**src/rtl/store_queue_if.sv**
```systemverilog
// Store queue bus: execute-side store requests, memory-side write port and status.
// master = requester / memory model side, slave = the queue itself.
interface store_queue_if;
    logic        req_valid;
    logic        req_ready;
    logic [31:0] req_addr;
    logic [31:0] req_data;
    logic [2:0]  req_ctrl;
    logic        mem_valid;
    logic        mem_ready;
    logic [31:0] mem_addr;
    logic [31:0] mem_wdata;
    logic [3:0]  mem_wstrb;
    logic        empty;
    logic        misalign_err;

    modport master (
        output req_valid, req_addr, req_data, req_ctrl, mem_ready,
        input  req_ready, mem_valid, mem_addr, mem_wdata, mem_wstrb, empty, misalign_err
    );

    modport slave (
        input  req_valid, req_addr, req_data, req_ctrl, mem_ready,
        output req_ready, mem_valid, mem_addr, mem_wdata, mem_wstrb, empty, misalign_err
    );
endinterface

```
**src/rtl/store_queue.sv**
```systemverilog
// store_queue: formats sb/sh/sw stores into lane-replicated data plus byte strobes,
// buffers them in a DEPTH-entry FIFO and drains them to data memory over valid/ready.
// Optional macro MISALIGN_TRAP_EN: misaligned half/word stores are accepted but dropped,
// with a one-cycle misalign_err pulse. Without it, misalign_err is tied 0.
module store_queue #(
    parameter int DEPTH = 4
) (
    input logic          clk,
    input logic          rst_n,
    store_queue_if.slave bus
);
    localparam int AW = $clog2(DEPTH);
    localparam logic [AW:0] FULL = (AW + 1)'(DEPTH);

    typedef struct packed {
        logic [31:0] addr;
        logic [31:0] wdata;
        logic [3:0]  wstrb;
    } entry_t;

    entry_t        fifo_q [DEPTH];
    logic [AW-1:0] rd_ptr_q, rd_ptr_d;
    logic [AW-1:0] wr_ptr_q, wr_ptr_d;
    logic [AW:0]   count_q, count_d;
    entry_t        fmt;
    logic          acc, deq, push;
    logic          unused_ctrl;

    // funct3[2] only selects signedness for loads; stores never look at it
    assign unused_ctrl = bus.req_ctrl[2];

    // Lane replication and strobe generation, applied before the entry is stored
    always_comb begin
        fmt.addr = {bus.req_addr[31:2], 2'b00};
        case (bus.req_ctrl[1:0])
            2'b00: begin
                fmt.wdata = {4{bus.req_data[7:0]}};
                fmt.wstrb = 4'b0001 << bus.req_addr[1:0];
            end
            2'b01: begin
                fmt.wdata = {2{bus.req_data[15:0]}};
                fmt.wstrb = bus.req_addr[1] ? 4'b1100 : 4'b0011;
            end
            default: begin
                fmt.wdata = bus.req_data;
                fmt.wstrb = 4'b1111;
            end
        endcase
    end

    assign acc = bus.req_valid && bus.req_ready;
    assign deq = bus.mem_valid && bus.mem_ready;

`ifdef MISALIGN_TRAP_EN
    logic misaligned, misalign_q;

    assign misaligned = ((bus.req_ctrl[1:0] == 2'b01) && bus.req_addr[0]) ||
                        (bus.req_ctrl[1] && (bus.req_addr[1:0] != 2'b00));
    assign push = acc && !misaligned;

    // Error pulse lands in the cycle after the dropped store is handshaken
    always_ff @(posedge clk) begin
        if (!rst_n) misalign_q <= 1'b0;
        else        misalign_q <= acc && misaligned;
    end
    assign bus.misalign_err = misalign_q;
`else
    assign push = acc;
    assign bus.misalign_err = 1'b0;
`endif

    // Pointer and occupancy next state; simultaneous push/pop leaves count alone
    always_comb begin
        rd_ptr_d = deq  ? rd_ptr_q + AW'(1) : rd_ptr_q;
        wr_ptr_d = push ? wr_ptr_q + AW'(1) : wr_ptr_q;
        count_d  = count_q;
        if (push && !deq)      count_d = count_q + (AW + 1)'(1);
        else if (!push && deq) count_d = count_q - (AW + 1)'(1);
    end

    // Queue state; entry storage needs no reset since outputs are masked when empty
    always_ff @(posedge clk) begin
        if (!rst_n) begin
            rd_ptr_q <= '0;
            wr_ptr_q <= '0;
            count_q  <= '0;
        end else begin
            rd_ptr_q <= rd_ptr_d;
            wr_ptr_q <= wr_ptr_d;
            count_q  <= count_d;
            if (push) fifo_q[wr_ptr_q] <= fmt;
        end
    end

    // Full blocks requests even if the head drains this cycle: no pass-through
    assign bus.req_ready = (count_q != FULL);
    assign bus.mem_valid = (count_q != '0);
    assign bus.empty     = (count_q == '0);
    assign bus.mem_addr  = bus.mem_valid ? fifo_q[rd_ptr_q].addr  : 32'h0;
    assign bus.mem_wdata = bus.mem_valid ? fifo_q[rd_ptr_q].wdata : 32'h0;
    assign bus.mem_wstrb = bus.mem_valid ? fifo_q[rd_ptr_q].wstrb : 4'h0;
endmodule

```
**src/flat_wrapper.sv**
```systemverilog
// flat-port wrapper written by rule: the top's interface ports become plain ports
module store_queue_flat 
#(
    parameter int DEPTH = 4
)
  (clk, rst_n, bus_req_valid, bus_req_addr, bus_req_data, bus_req_ctrl, bus_mem_ready, bus_req_ready, bus_mem_valid, bus_mem_addr, bus_mem_wdata, bus_mem_wstrb, bus_empty, bus_misalign_err);
  store_queue_if bus_i ();
  input logic clk;
  input logic rst_n;
  input wire logic [$bits(bus_i.req_valid)-1:0] bus_req_valid;
  input wire logic [$bits(bus_i.req_addr)-1:0] bus_req_addr;
  input wire logic [$bits(bus_i.req_data)-1:0] bus_req_data;
  input wire logic [$bits(bus_i.req_ctrl)-1:0] bus_req_ctrl;
  input wire logic [$bits(bus_i.mem_ready)-1:0] bus_mem_ready;
  output wire logic [$bits(bus_i.req_ready)-1:0] bus_req_ready;
  output wire logic [$bits(bus_i.mem_valid)-1:0] bus_mem_valid;
  output wire logic [$bits(bus_i.mem_addr)-1:0] bus_mem_addr;
  output wire logic [$bits(bus_i.mem_wdata)-1:0] bus_mem_wdata;
  output wire logic [$bits(bus_i.mem_wstrb)-1:0] bus_mem_wstrb;
  output wire logic [$bits(bus_i.empty)-1:0] bus_empty;
  output wire logic [$bits(bus_i.misalign_err)-1:0] bus_misalign_err;
  assign bus_i.req_valid = bus_req_valid;
  assign bus_i.req_addr = bus_req_addr;
  assign bus_i.req_data = bus_req_data;
  assign bus_i.req_ctrl = bus_req_ctrl;
  assign bus_i.mem_ready = bus_mem_ready;
  assign bus_req_ready = bus_i.req_ready;
  assign bus_mem_valid = bus_i.mem_valid;
  assign bus_mem_addr = bus_i.mem_addr;
  assign bus_mem_wdata = bus_i.mem_wdata;
  assign bus_mem_wstrb = bus_i.mem_wstrb;
  assign bus_empty = bus_i.empty;
  assign bus_misalign_err = bus_i.misalign_err;
  store_queue #(.DEPTH(DEPTH)) u_core (.clk(clk), .rst_n(rst_n), .bus(bus_i));
endmodule
```
**config.mk**
```make
export PLATFORM = sky130hd
export DESIGN_NAME = store_queue_flat
export DESIGN_NICKNAME = d
export VERILOG_FILES = /design/src/rtl/store_queue_if.sv /design/src/rtl/store_queue.sv /design/src/flat_wrapper.sv
export SDC_FILE = /design/constraint.sdc
export NUM_CORES = 1
export LEC_CHECK = 0
export ABC_CLOCK_PERIOD_IN_PS = 11300
export CORE_ASPECT_RATIO = 1.2
export CORE_MARGIN = 1.5
export CORE_UTILIZATION = 59
export CTS_CLUSTER_DIAMETER = 80
export DETAILED_ROUTE_END_ITERATION = 8
export GPL_TIMING_DRIVEN = 0
export PLACE_DENSITY_LB_ADDON = 0.12
export SYNTH_ARGS = -nofsm -noshare
export SYNTH_HDL_FRONTEND = slang
export SYNTH_SLANG_ARGS = --single-unit
```
**constraint.sdc**
```tcl
create_clock -name clk -period 11.3 [get_ports clk]
set_clock_uncertainty 0.15 [all_clocks]
set_input_delay 3.39 -clock clk [delete_from_list [all_inputs] [get_ports clk]]
set_output_delay 3.39 -clock clk [all_outputs]
set_load 0.03 [all_outputs]
```
---- Word-level counts from Yosys, hierarchy flattened ----
Memories as Yosys holds them, arrays and structs flattened. A register that Yosys moved wholly into a read port is not among the register bits.
Cells that the tools add are included.
word-level totals
  flip-flop bits (word level) ............. 7
  bits in writable memories ............... 264
  bits of input ports ..................... 71
  output and inout port bits .............. 72
  memories ................................ 1
cells by class
  $add $sub $neg .......................... 4
  equal/unequal tests ..................... 2
  shift-type cells ........................ 1
  muxes and demuxes ....................... 12
  reduce and logical (&&, ||, !) cells .... 10
memory list
  memory         words  width  read ports  clocked after memory_dff  wr ports  RTL line           RTL
  u_core.fifo_q  4      66     1           1                         1         store_queue.sv:21  entry_t fifo_q [DEPTH];
operators by type and width
  cell                                              number
  case mux 36 bit (2 select lines)                  1
  two-way mux 32 bit                                2
  two-way mux 4 bit                                 2
  two-way mux 3 bit                                 2
  adder 2 x 1 -> 2 bit, second input constant       2
  logical AND 1 bit                                 4
  two-way mux 2 bit                                 2
  << shifter 1 x 2 -> 4 bit, first input constant   1
  adder 3 x 1 -> 3 bit, second input constant       1
  logical NOT 3 bit                                 1
  two-way mux 1 bit                                 3
  inequality test 3 bit, second input constant      1
  nonzero test 3 bit                                1
  subtractor 3 x 1 -> 3 bit, second input constant  1
  == test 2 x 1 -> 1 bit, second input constant     1
  logical NOT 1 bit                                 2
  logical NOT 2 bit                                 1
  nonzero test 2 bit                                1

---- Logic depth before layout (Yosys ltp) ----
Gate-level depths: netlist (run 1).
  word-level depth ........................ 6
  mapped depth ............................ 8
  mapped depth without buffers ............ 8

---- Worst setup path after synthesis (run 1) ----
OpenSTA, ideal clock, no wires.
  path kind ............................... input -> register
  start ................................... input bus_req_valid
  end ..................................... memory u_core.fifo_q[0][0] in the netlist's numbering (enable)
  library setup time ...................... 0.431 ns
  data arrival time ....................... 5.431 ns
  data required time ...................... 10.719 ns
  slack ................................... 5.288 ns
  cell stages on the path ................. 2
  buffers on the path ..................... 0
  cell sequence ........................... a21boi_1 > and3_1
on the way
  cells in the longest elaborated chain, start to end .. 4
ends and longest elaborated chain
  item                                     RTL line            RTL
  from (decl)                              flat_wrapper.sv:10  input wire logic [$bits(bus_i.req_valid)-1:0] bus_req_valid;
  logical AND 1 bit                        store_queue.sv:51   assign acc = bus.req_valid && bus.req_ready;
  two-way mux 1 bit                        store_queue.sv:91   if (push) fifo_q[wr_ptr_q] <= fmt;
  two-way mux 1 bit                        store_queue.sv:83   if (!rst_n) begin
  two-way mux 1 bit (implied by the code)  store_queue.sv:91
  to (decl)                                store_queue.sv:21
Every way passes these cells.

---- Final worst setup path (run 1) ----
  start ................................... register u_core.count_q[0]
  end ..................................... output bus_mem_addr[21]
on the way
  cells in the longest elaborated chain, start to end .. 2
ends and longest elaborated chain
  item                    RTL line            RTL
  from (decl)             store_queue.sv:24   logic [AW:0] count_q, count_d;
  from (signal assigned)  store_queue.sv:90   count_q <= count_d;
  nonzero test 3 bit      store_queue.sv:97   assign bus.mem_valid = (count_q != '0);
  two-way mux 32 bit      store_queue.sv:99   assign bus.mem_addr = bus.mem_valid ? fifo_q[rd_ptr_q].addr : 32'h0;
  to (decl)               flat_wrapper.sv:17  output wire logic [$bits(bus_i.mem_addr)-1:0] bus_mem_addr;
Every way passes these cells.

==> flow_metrics.py, run 1 <==
metrics = {
    "outcome": {
        "outcome": "finished clean",
    },
    "clock_tree": {
        "cts_setup_buffers": 0,
        "cts.sinks": 273,
        "clk_latency_ps": 520,
        "htree_levels": 1,
        "cts_buffer_depth": 3,
        "path_clk_slew_ps": 60,
        "clock-root-buffer": "clkbuf_16",
        "cts_tree": "done",
        "cts_hold_buffers": 0,
        "cts_resized": 0,
        "cts_made_buffers": 27,
    },
    "die": {
        "die_area_um2": 19210,
        "die_w_um": 126.8,
        "start_util_pct": 59.92,
        "rows": 54,
        "dieHeight_um": 151.5,
        "core_um2": 18110,
        "top_level_ports": 143,
    },
    "synthesis": {
        "synth_compound_gate_area_share_pct": 1.015,
        "netlist_top_cells_count": "edfxtp_1 (264), and2_1 (69), mux4_2 (66), mux2_2 (16)",
        "synth_warnings": 0,
        "async_reset_ff_share_pct": 0,
        "synthMuxAreaShare_pct": 16.38,
        "synthAdderAreaFrac_pct": 0.7612,
        "synth_top_area_share_pct": 73.07,
        "avgSynthCellArea_um2": 20.74,
        "synthFlopType": "edfxtp_1",
        "yosysSeqAreaShare_pct": 74.73,
        "synth_edf_count": 264,
        "synth_xor_xnor_area_share_pct": 0.2422,
        "synthTopCellsByArea": "edfxtp_1 (73%), mux4_2 (14%), and2_1 (4.0%), dfxtp_1 (1.7%), mux2_2 (1.7%)",
        "yosysTopAreaCell": "edfxtp_1",
        "synthCells": 523,
        "syn-cell-area_um2": 10850,
        "yosysMostFrequentCell": "edfxtp_1",
        "yosys.cell_types.count": 29,
        "synth_top_family_by_area": "multiplexers",
        "ys_ff_latch": 273,
        "yosys.area_share.simple_pct": 5.132,
    },
    "layout": {
        "nFillCells": 1074,
        "multi_input_area_um2": 2584,
        "ff_latch_area_um2": 8108,
        "drive_above_1_share_pct": 19.94,
        "final_area_um2": 13480,
        "synthToLayoutAreaGrowth_pct": 24.26,
        "diodes": 0,
        "nNetsFinal": 773,
        "stdcell_count": 941,
    },
    "worst_setup_path": {
        "critPathTopFamily": "buffers and inverters",
        "slowest_stage": "clkdlybuf4s50_1",
        "worstPathArrival_ps": 2840,
        "crit_buf_inv": 3,
        "crit_type": "reg2out",
        "crit_path_start_kind": "flop",
        "cp_cell_sequence": "or3_4 > clkbuf_1 > clkbuf_1 > and2_1 > clkdlybuf4s50_1",
        "crit_top_cell": "clkbuf_1",
        "worst-path-max-fanout": 10,
        "crit_path_end_kind": "output port",
        "cp.required_ps": 7760,
        "crit_path_max_incr_delay_ps": 680,
    },
    "placed_design": {
        "place_congestion": 0.7450,
        "io_buffers": 138,
        "dp.cells": 891,
        "hpwl_um": 13340,
        "placed_area_um2": 12620,
    },
    "grt": {
        "grt_max_degree": 37,
        "antenna_found_initial": 0,
        "grt_pass1_vias": 6069,
        "grtUsageTotal_pct": 22.80,
        "grt_pass1_wl_um": 32650,
        "grt_overflow_total": 0,
    },
    "power_and_ir_drop": {
        "p_per_area_nw_per_um2": 233.7,
        "power_mw": 3.150,
        "vdd_drop_max_mv": 0.1671,
        "p_leak_nw": 4.386,
    },
    "sta": {
        "setup_viol": 0,
        "rsz0062_at_grt": "no",
        "period_share_pct": 56.46,
        "worstMarginPinSlew_ps": 821.0,
        "setup_tns_ps": 0,
        "max-slew-margin-rel_pct": 45.27,
        "slew_violations": 0,
        "max_freq_ghz": 0.1567,
        "finalHoldViolations": 0,
        "period_minus_slack_ps": 6380,
    },
    "flow_run": {
        "max-cap-violations": 0,
    },
    "drt": {
        "vias": 5519,
        "post_drt_wl_per_cell_um": 22.69,
        "viasPerCell": 5.865,
        "ant_nets": 0,
        "wl_um": 21360,
        "drc_errors": 0,
        "dr.pass1.iters": 5,
        "drt_iter0_drc": 348,
    },
    "hold_path": {
        "hp-class": "reg2reg",
    },
}
worst min-delay path, delay by kind of cell, from the launching register on:
kind	cells	cell delay (ps)
and+or+nand+nor	1	60
DFF	1	340
muxes	1	50
worst paths after layout:
check | depth (start not counted) | endpoint | slack, ps | from
worst max-delay path | 5 | bus_mem_addr[21] | 4920 | u_core.count_q[0]
worst min-delay path | 2 | u_core.wr_ptr_q[1] | 350 | u_core.wr_ptr_q[1]
worst max register to register | 8 | u_core.count_q[2] | 8610 | u_core.count_q[0]
worst min register to register | 2 | u_core.wr_ptr_q[1] | 350 | u_core.wr_ptr_q[1]
placed cells by master, fill, tap and decap left out, types with 3 or more instances in the layout:
cell	n
edfxtp_1	264
clkdlybuf4s50_1	138
and2_1	69
mux4_2	66
clkbuf_16	27
clkbuf_1	24
mux2_2	16
nand2_1	14
mux2i_1	11
o21ai_0	10
dfxtp_1	9
buf_2	7
inv_1	5
buf_6	5
ha_1	5
and3_4	4
clkbuf_8	4
buf_12	4
nor2_1	3
buf_4	3
conb_1	3
clkinv_1	3
clkinv_2	3
flip-flops by register name, summed over array words and instances, names as in the netlist, named ones only:
register	cells
u_core.fifo_q	264
u_core.count_q	3
u_core.rd_ptr_q	2
u_core.wr_ptr_q	2
power by group:
part           leakage [nW]  switching, mW  internal, mW
clock network         0.423          0.351         0.513
registers              2.47         0.0226          1.18
logic                  1.50          0.583         0.498
total                  4.39          0.957          2.19
cell type report:
cell class	instances	share of cell area [%]
Multi-Input combinational cell	218	19.16
Buffer	29	1.234
Clock inverter	9	0.7053
Timing Repair Buffer	142	10.84
Clock buffer	41	5.698
Tap cell	224	2.079
Sequential cell	273	60.14
Inverter	5	0.1392
through the flow:
stage	worst slack [ps]	hold WS, ps	util, %
finish	4920	348.9	74.45
detailed placement	5320	347.6	69.69
CTS	4845	355.6	74.45
global placement	3515	326.7	69.13
floorplan	5288	317.7	-
global route	4698	399.4	74.45
logic make-up (layout without fill, tap and decap cells):
| group | Yosys count | count (layout) |
|---|---|---|
| flip-flops | 273 | 273 |
| AO/OA/AOI/OAI | 18 | 18 |
| AND/OR/NAND/NOR | 95 | 95 |
| other | 1 | 3 |
| buffers and inverters | 34 | 226 |
| adder cells (fa/ha/maj) | 6 | 6 |
| multiplexers | 93 | 93 |
| XOR/XNOR | 3 | 3 |
per-layer routing:
| layer | GRT usage, % | vias to the layer above | share of wire (%) |
|---|---|---|---|
| met5 | 0 | - | 0 |
| met4 | 6.705 | 0 | 1.9 |
| met3 | 4.108 | 33 | 5.8 |
| met2 | 41.50 | 200 | 54 |
| met1 | 28.33 | 2850 | 38 |
| li1 | - | 2436 | - |
(Power assumes the default switching activity.)
==> run 2, diff against run 1 <==
--- a/config.mk
+++ b/config.mk
@@ -5,10 +5,10 @@
 export SDC_FILE = /design/constraint.sdc
 export NUM_CORES = 1
 export LEC_CHECK = 0
-export ABC_CLOCK_PERIOD_IN_PS = 11300
+export ABC_CLOCK_PERIOD_IN_PS = 5870
 export CORE_ASPECT_RATIO = 1.2
 export CORE_MARGIN = 1.5
-export CORE_UTILIZATION = 59
+export CORE_UTILIZATION = 55
 export CTS_CLUSTER_DIAMETER = 80
 export DETAILED_ROUTE_END_ITERATION = 8
 export GPL_TIMING_DRIVEN = 0
==> constraint.sdc (replaced) <==
create_clock -name clk -period 5.87 [get_ports clk]
set_clock_uncertainty 0.15 [all_clocks]
set_input_delay 1.761 -clock clk [delete_from_list [all_inputs] [get_ports clk]]
set_output_delay 1.761 -clock clk [all_outputs]
set_load 0.03 [all_outputs]
==> flow_metrics.py, run 2 (synthesized netlist as in run 1, its figures left out) <==
metrics = {
    "outcome": {
        "outcome": "finished clean",
    },
    "flow_run": {
        "max-cap-violations": 0,
    },
    "drt": {
        "wl_um": 20850,
        "drc_errors": 0,
        "dr.pass1.iters": 5,
        "drt_iter0_drc": 323,
        "ant_nets": 0,
        "post_drt_wl_per_cell_um": 21.38,
        "viasPerCell": 5.594,
        "vias": 5454,
    },
    "sta": {
        "setup_tns_ps": 0,
        "setup_ws_ps": 1087,
        "worstMarginPinSlew_ps": 823.9,
        "max-slew-margin-rel_pct": 45.07,
        "finalHoldViolations": 0,
        "setup_viol": 0,
        "max_freq_ghz": 0.2091,
        "slew_violations": 0,
        "period_minus_slack_ps": 4783,
        "rsz0062_at_grt": "no",
        "period_share_pct": 81.47,
    },
    "hold_path": {
        "holdCritStartpoint": "u_core.wr_ptr_q[0]",
        "hold_path_end": "u_core.wr_ptr_q[0]",
        "whs_path_depth": 2,
        "hp-class": "reg2reg",
    },
    "power_and_ir_drop": {
        "p_leak_nw": 4.374,
        "power_mw": 5.983,
        "p_per_area_nw_per_um2": 443.0,
        "vdd_drop_max_mv": 0.3295,
    },
    "clock_tree": {
        "cts_made_buffers": 26,
        "cts.sinks": 273,
        "cts_setup_buffers": 0,
        "cts_resized": 0,
        "cts_tree": "done",
        "clock-root-buffer": "clkbuf_16",
        "htree_levels": 1,
        "clk_latency_ps": 520,
        "cts_buffer_depth": 3,
        "path_clk_slew_ps": 70,
        "cts_hold_buffers": 0,
    },
    "die": {
        "die_area_um2": 20580,
        "start_util_pct": 55.90,
        "rows": 56,
        "top_level_ports": 143,
        "core_um2": 19410,
        "die_w_um": 131.2,
        "dieHeight_um": 156.9,
    },
    "grt": {
        "grt_max_degree": 43,
        "grt_pass1_wl_um": 32260,
        "grtUsageTotal_pct": 20.67,
        "antenna_found_initial": 0,
        "grt_overflow_total": 0,
        "grt_pass1_vias": 5830,
    },
    "worst_setup_path": {
        "crit_path_end_kind": "output port",
        "crit_path_start_kind": "flop",
        "worstPathArrival_ps": 2870,
        "r2r_slack_ps": 3200,
        "r2r_cells": 8,
        "r2r_end": "u_core.count_q[2]",
        "reg2reg_from": "u_core.count_q[0]",
        "cp.required_ps": 3960,
        "crit_type": "reg2out",
        "worst-path-max-fanout": 10,
    },
    "layout": {
        "diodes": 0,
        "drive_above_1_share_pct": 19.75,
        "reg.largest.list": "u_core.fifo_q x264, u_core.count_q x3",
        "stdcell_count": 975,
        "final_cell_mix": "edfxtp_1 (264), clkdlybuf4s50_1 (138), and2_1 (69)",
        "final_common_cell": "edfxtp_1",
        "synthToLayoutAreaGrowth_pct": 24.51,
        "regMostFlops": "u_core.fifo_q",
        "finish.utilization_pct": 69.60,
        "nNetsFinal": 772,
        "largest_reg_flops": 264,
    },
    "placed_design": {
        "dp.cells": 928,
        "place_congestion": 0.7450,
        "hpwl_um": 13420,
        "io_buffers": 138,
        "dp_slack_ps": 1514,
    },
}
## run 2: through the flow
| stage | instance area [µm²] | hold slack (ps) |
|---|---|---|
| 2_1_floorplan | 10860 | 317.7 |
| 3_3_place_gp | 12560 | 326.5 |
| 3_5_place_dp | 12690 | 357.0 |
| 4_1_cts | 13510 | 361.7 |
| 5_1_grt | 13510 | 386.9 |
| 6_report | 13510 | 362.9 |
## run 2: how the worst max path moves through the flow
stage,start,to,slack [ps],cells past startpoint
after floorplan,bus_req_valid,u_core.fifo_q[0][0],1490,2
after global placement,bus_req_valid,u_core.fifo_q[0][26],-310,3
after detailed placement,bus_req_valid,u_core.count_q[2],1510,8
after CTS,u_core.count_q[0],bus_mem_wdata[27],990,5
after global routing,u_core.count_q[0],bus_mem_wdata[27],930,5
final,u_core.count_q[0],bus_mem_wdata[27],1090,5
## run 2: cell type report
type | count | area (µm²)
clock buffer | 31 | 690.7
multi-input combinational | 218 | 2584
sequential | 273 | 8108
clock inverter | 16 | 122.6
buffer | 29 | 166.4
fill | 1286 | 5901
inverter | 5 | 18.77
timing repair buffer | 142 | 1491
tap | 261 | 326.6
## run 2: where the power goes
part / switching, mW / internal, mW / total, mW
logic: 1.12 / 0.962 / 2.08
clock network: 0.663 / 0.921 / 1.58
registers: 0.0430 / 2.27 / 2.32
## run 2: metal layers
layer	GRT usage, %	vias up	wire length (µm)
li1	-	2434	-
met1	25.92	2815	8285
met2	37.57	175	11000
met3	3.434	30	1175
met4	5.618	0	391
met5	0	-	0
## run 2: worst max-delay path, stage by stage, from the launching register on
cell and delay [ps]:
dfxtp_1 440, or3_4 200, clkbuf_1 400, clkbuf_1 390, and2_1 220, clkdlybuf4s50_1 690
